`src/rtl/shim_cfg_pkg.sv`:
```
// Shared types and constants for the config-word crossing transmitter.
package shim_cfg_pkg;
  typedef enum logic {IDLE = 1'b0, WAIT_ACK = 1'b1} state_e;
  localparam int UPDATE_CNT_W    = 16;
  localparam int MIN_SYNC_STAGES = 2;
endpackage

```
`src/rtl/shim_bit_sync.sv`:
```
// N-stage single-bit synchronizer, async active-high reset to 0.
module shim_bit_sync #(
  parameter int STAGES = 2
) (
  input  logic clk,
  input  logic rst,
  input  logic d,
  output logic q
);
  logic [STAGES-1:0] sync_q, sync_d;

  always_comb sync_d = {sync_q[STAGES-2:0], d};

  always_ff @(posedge clk or posedge rst) begin
    if (rst) sync_q <= '0;
    else     sync_q <= sync_d;
  end

  assign q = sync_q[STAGES-1];
endmodule

```
`src/rtl/shim_cfg_sync_tx.sv`:
```
// Transmitter half of a toggle-handshake config crossing: snapshots din,
// toggles xfer_req, waits for the synchronized ack toggle to match.
module shim_cfg_sync_tx
  import shim_cfg_pkg::*;
#(
  parameter int               WIDTH       = 32,
  parameter int               SYNC_STAGES = 2,
  parameter int               TIMEOUT     = 1023,
  parameter logic [WIDTH-1:0] DEFAULT     = {WIDTH{1'b0}}
) (
  input  logic                    aclk,
  input  logic                    areset,
  input  logic [WIDTH-1:0]        din,
  input  logic                    resend,
  input  logic                    clear_timeout,
  output logic [WIDTH-1:0]        xfer_data,
  output logic                    xfer_req,
  input  logic                    xfer_ack_async,
  output logic                    busy,
  output logic                    ack_timeout,
  output logic [UPDATE_CNT_W-1:0] update_count
);
  localparam logic [15:0] TMO_MAX = 16'(TIMEOUT);
  localparam logic [15:0] TMO_PRE = 16'(TIMEOUT - 1);

  state_e                  state_q, state_d;
  logic [WIDTH-1:0]        xfer_data_q, xfer_data_d;
  logic                    xfer_req_q, xfer_req_d;
  logic                    force_pending_q, force_pending_d;
  logic [15:0]             tmo_cnt_q, tmo_cnt_d;
  logic                    ack_timeout_q, ack_timeout_d;
  logic [UPDATE_CNT_W-1:0] update_count_q, update_count_d;
  logic                    busy_q, busy_d;
  logic                    ack_sync;
  logic                    set_tmo;

  shim_bit_sync #(.STAGES(SYNC_STAGES)) u_ack_sync (
    .clk (aclk),
    .rst (areset),
    .d   (xfer_ack_async),
    .q   (ack_sync)
  );

  always_comb begin
    state_d         = state_q;
    xfer_data_d     = xfer_data_q;
    xfer_req_d      = xfer_req_q;
    force_pending_d = force_pending_q;
    tmo_cnt_d       = tmo_cnt_q;
    update_count_d  = update_count_q;
    ack_timeout_d   = ack_timeout_q;
    set_tmo         = 1'b0;
    unique case (state_q)
      IDLE: begin
        if ((din != xfer_data_q) || force_pending_q || resend) begin
          xfer_data_d     = din;
          xfer_req_d      = ~xfer_req_q;
          force_pending_d = 1'b0;
          tmo_cnt_d       = '0;
          state_d         = WAIT_ACK;
        end
      end
      WAIT_ACK: begin
        if (resend) force_pending_d = 1'b1;
        if (tmo_cnt_q != TMO_MAX) tmo_cnt_d = tmo_cnt_q + 16'd1;
        // Flag only on the edge the counter reaches the limit, so a later lone clear sticks.
        if (tmo_cnt_q == TMO_PRE) set_tmo = 1'b1;
        if (ack_sync == xfer_req_q) begin
          state_d        = IDLE;
          update_count_d = update_count_q + 1'b1;
        end
      end
    endcase
    if (set_tmo)            ack_timeout_d = 1'b1;
    else if (clear_timeout) ack_timeout_d = 1'b0;
    busy_d = (state_d == WAIT_ACK);
  end

  always_ff @(posedge aclk or posedge areset) begin
    if (areset) begin
      state_q         <= IDLE;
      xfer_data_q     <= DEFAULT;
      xfer_req_q      <= 1'b0;
      force_pending_q <= 1'b1;
      tmo_cnt_q       <= '0;
      ack_timeout_q   <= 1'b0;
      update_count_q  <= '0;
      busy_q          <= 1'b0;
    end else begin
      state_q         <= state_d;
      xfer_data_q     <= xfer_data_d;
      xfer_req_q      <= xfer_req_d;
      force_pending_q <= force_pending_d;
      tmo_cnt_q       <= tmo_cnt_d;
      ack_timeout_q   <= ack_timeout_d;
      update_count_q  <= update_count_d;
      busy_q          <= busy_d;
    end
  end

  assign xfer_data    = xfer_data_q;
  assign xfer_req     = xfer_req_q;
  assign busy         = busy_q;
  assign ack_timeout  = ack_timeout_q;
  assign update_count = update_count_q;
endmodule

```
`config.mk`:
```
export PLATFORM = sky130hd
export DESIGN_NAME = shim_cfg_sync_tx
export DESIGN_NICKNAME = d
export VERILOG_FILES = /design/src/rtl/shim_cfg_pkg.sv /design/src/rtl/shim_bit_sync.sv /design/src/rtl/shim_cfg_sync_tx.sv
export SDC_FILE = /design/constraint.sdc
export NUM_CORES = 1
export LEC_CHECK = 0
export ABC_CLOCK_PERIOD_IN_PS = 4200
export BUFFER_PORTS_ARGS = -buffer_cell sky130_fd_sc_hd__buf_2
export CORE_MARGIN = 3
export CORE_UTILIZATION = 40
export DETAILED_ROUTE_END_ITERATION = 12
export PLACE_DENSITY = 0.61
export SKIP_LAST_GASP = 1
export SLEW_MARGIN = 20
export SYNTH_ARGS = -nofsm -noshare
export SYNTH_HDL_FRONTEND = slang
export SYNTH_SLANG_ARGS = --single-unit
```
`constraint.sdc`:
```
create_clock -name aclk -period 4.2 [get_ports aclk]
set_input_delay 0.21 -clock aclk [delete_from_list [all_inputs] [get_ports aclk]]
set_output_delay 0.21 -clock aclk [all_outputs]
set_load 0.1 [all_outputs]
```
==> metrics.yaml <==
start_util_pct: 41.7
ctsHoldBuffers: 1
layout_commonest_cell: "buf_2"
setup_tns_ps: 0
rr_endpoint: "xfer_data[18]"
via_per_inst: 5.18
crit_slowest_cell: "o31a_1"
grt_overflow: 0
yosysTopAreaCell: "dfrtp_1"
wl_met3_um: 592
hold_viol_final: 0
fmax_mhz: 406
worstPathRequired_ps: 4430
clockRootBuffer: "clkbuf_8"
maxSlewHeadroom_pct: 37.2
reg2regPathDepth: 6
first_iter_violations: 108
cts_setup_buffers: 0
htreeDepth: 3
critPathBufInv: 1
place_hpwl_um: 5470
io_buffer_count: 87
tritoncts: "done"
clk_pin_slew_ps: 70
yosys-top-cells-area: "dfrtp_1 50%, mux2_2 11%, xor2_1 9.6%"
wl_met1_um: 3320
yosys_warnings: 0
nets: 426
num_io_pins: 88
area_growth_pct: 21.3
globalplace.congestion: 0.783
r2r_setup_slack_ps: 1740
die_y_um: 99.3
wl_per_cell_um: 15.1
syn-cell-area_um2: 3480
crit_chain: "xor2_1 -> nor4_1 -> nand4_1 -> o31a_1 -> buf_4 -> mux2_2"
cts_buffer_depth: 2
antenna_cells: 0
critPathLaunchType: "flop"
clk-insertion-delay-late_ps: 340
die_w_um: 99.3
synth-seq-cells: 70
clock_skew_ps: 7.89
avgSynthCellArea_um2: 11.8
setup.worst_path.end: "xfer_data[18]"
maxCapViolCount: 0
critical_path.startpoint: "xfer_data[2]"
grt_pass1_wl_um: 12800
first_pass_iters: 4
rows: 33
drt-total-wl_um: 7480
grt_max_degree: 46
final_cell_mix: "87 x buf_2, 69 x dfrtp_1, 38 x xor2_1"
drive_above_1_share_pct: 37.9
reg2reg_from: "xfer_data[2]"
synthCells: 295
slew_violations: 0
crit_fanout: 24
route.vias.total: 2571
core_area_um2: 8340
post_cts_resized: 0
drc: 0
min_delay_path_depth: 2
first_global_vias: 2608
synth_top_area_share_pct: 49.6
grt_setup_unrepaired: "false"
hp-class: "in2reg"
ys_seq_area_share_pct: 50.4
endpoint_kind: "flop"
setup_viol: 0
dieArea_um2: 9850
cts.sinks: 70
fillers: 786
period_share_pct: 58.7
arrival_ps: 2690
syn_nets: 335
top_layer: "met4"
track_usage_pct: 16.2
crit_cells: 6
path_class: "reg2reg"
critPathMaxStageDelay_ps: 460
critPathTopFamily: "simple AND/OR/NAND/NOR gates"
layout_min_cycle_time_ps: 2460
tightestPinTransition_ps: 940
drtAntennaViolNets: 0
met2_length_um: 3450
status: "complete, no violations"
cts_buffers: 9
yosysUniqueCellTypes: 40
grt_antenna_before_repair: 0
-- kinds of logic after synthesis --
logic type	count (synthesis)	share of synthesized area, %
simple gates	82	13.5
flops	70	50.4
xor+xnor	52	13.1
mux	37	11.8
compound gates	34	7.55
buf+inv	17	2.59
fa+ha+maj	3	1.08
-- per-stage QoR --
step	utilization (%)	hold WS [ps]	setup slack, ps	cell area [um2]	cells
after floorplan	-	241	1670	3480	295
after global placement	48.0	330	1780	4000	479
after detailed placement	48.0	331	1770	4000	479
after CTS	50.5	37.0	1750	4210	496
after global routing	50.6	51.9	1600	4220	496
final	50.6	51.3	1740	4220	496
-- worst reg2reg max path, cell delays in order (launching register included) --
cell and delay [ps]:
dfrtp_1 410, xor2_1 170, nor4_1 420, nand4_1 280, o31a_1 460, buf_4 300, mux2_2 320
-- layout make-up --
cell class	instances	area (um2)	share of cell area, %
clock inverter	4	45.0	1.07
inverter	6	22.5	0.534
clock buffer	12	155	3.68
tap	105	131	3.11
timing repair buffer	91	468	11.1
sequential	70	1750	41.5
multi-input combinational	208	1650	39.0
-- registers in the layout, summed over array words and instances, names as in the netlist --
| signal | flops |
|---|---|
| xfer_req | 1 |
| tmo_cnt_q | 16 |
| update_count | 16 |
| u_ack_sync.sync_q | 2 |
| ack_timeout | 1 |
| busy | 1 |
| xfer_data | 32 |
| force_pending_q | 1 |
-- Yosys cell counts, drive strengths merged --
cell     n
a211o    1
a211oi   6
a21o     8
a21oi    7
a311oi   1
a32o     2
and2     2
and3    10
and4     2
buf      7
clkbuf   4
dfrtp   69
dfstp    1
ha       3
inv      6
mux2    33
mux2i    4
nand2   19
nand2b   4
nand3   14
nand4    8
nor2     4
nor3     7
nor4    10
o211a    1
o21ai    1
o22ai    3
o31a     1
o32ai    1
o41ai    2
or4      2
xnor2   14
xor2    38
-- how the worst min path moves through the flow --
stage | end | start | slack [ps]
after global routing | ack_timeout | clear_timeout | 50
after detailed placement | u_ack_sync.sync_q[0] | xfer_ack_async | 330
after floorplan | u_ack_sync.sync_q[0] | xfer_ack_async | 240
after CTS | ack_timeout | clear_timeout | 40
after global placement | u_ack_sync.sync_q[0] | xfer_ack_async | 330
final | ack_timeout | clear_timeout | 50
-- layer usage --
metal  track usage, %  up-vias
met5                0        -
met4             6.30        0
met3             5.82        9
met2             24.1       62
met1             21.6     1261
li1                 -     1239
Power is not shown: default switching activity piles up to over one toggle a cycle in this logic, so the estimate is an artifact.
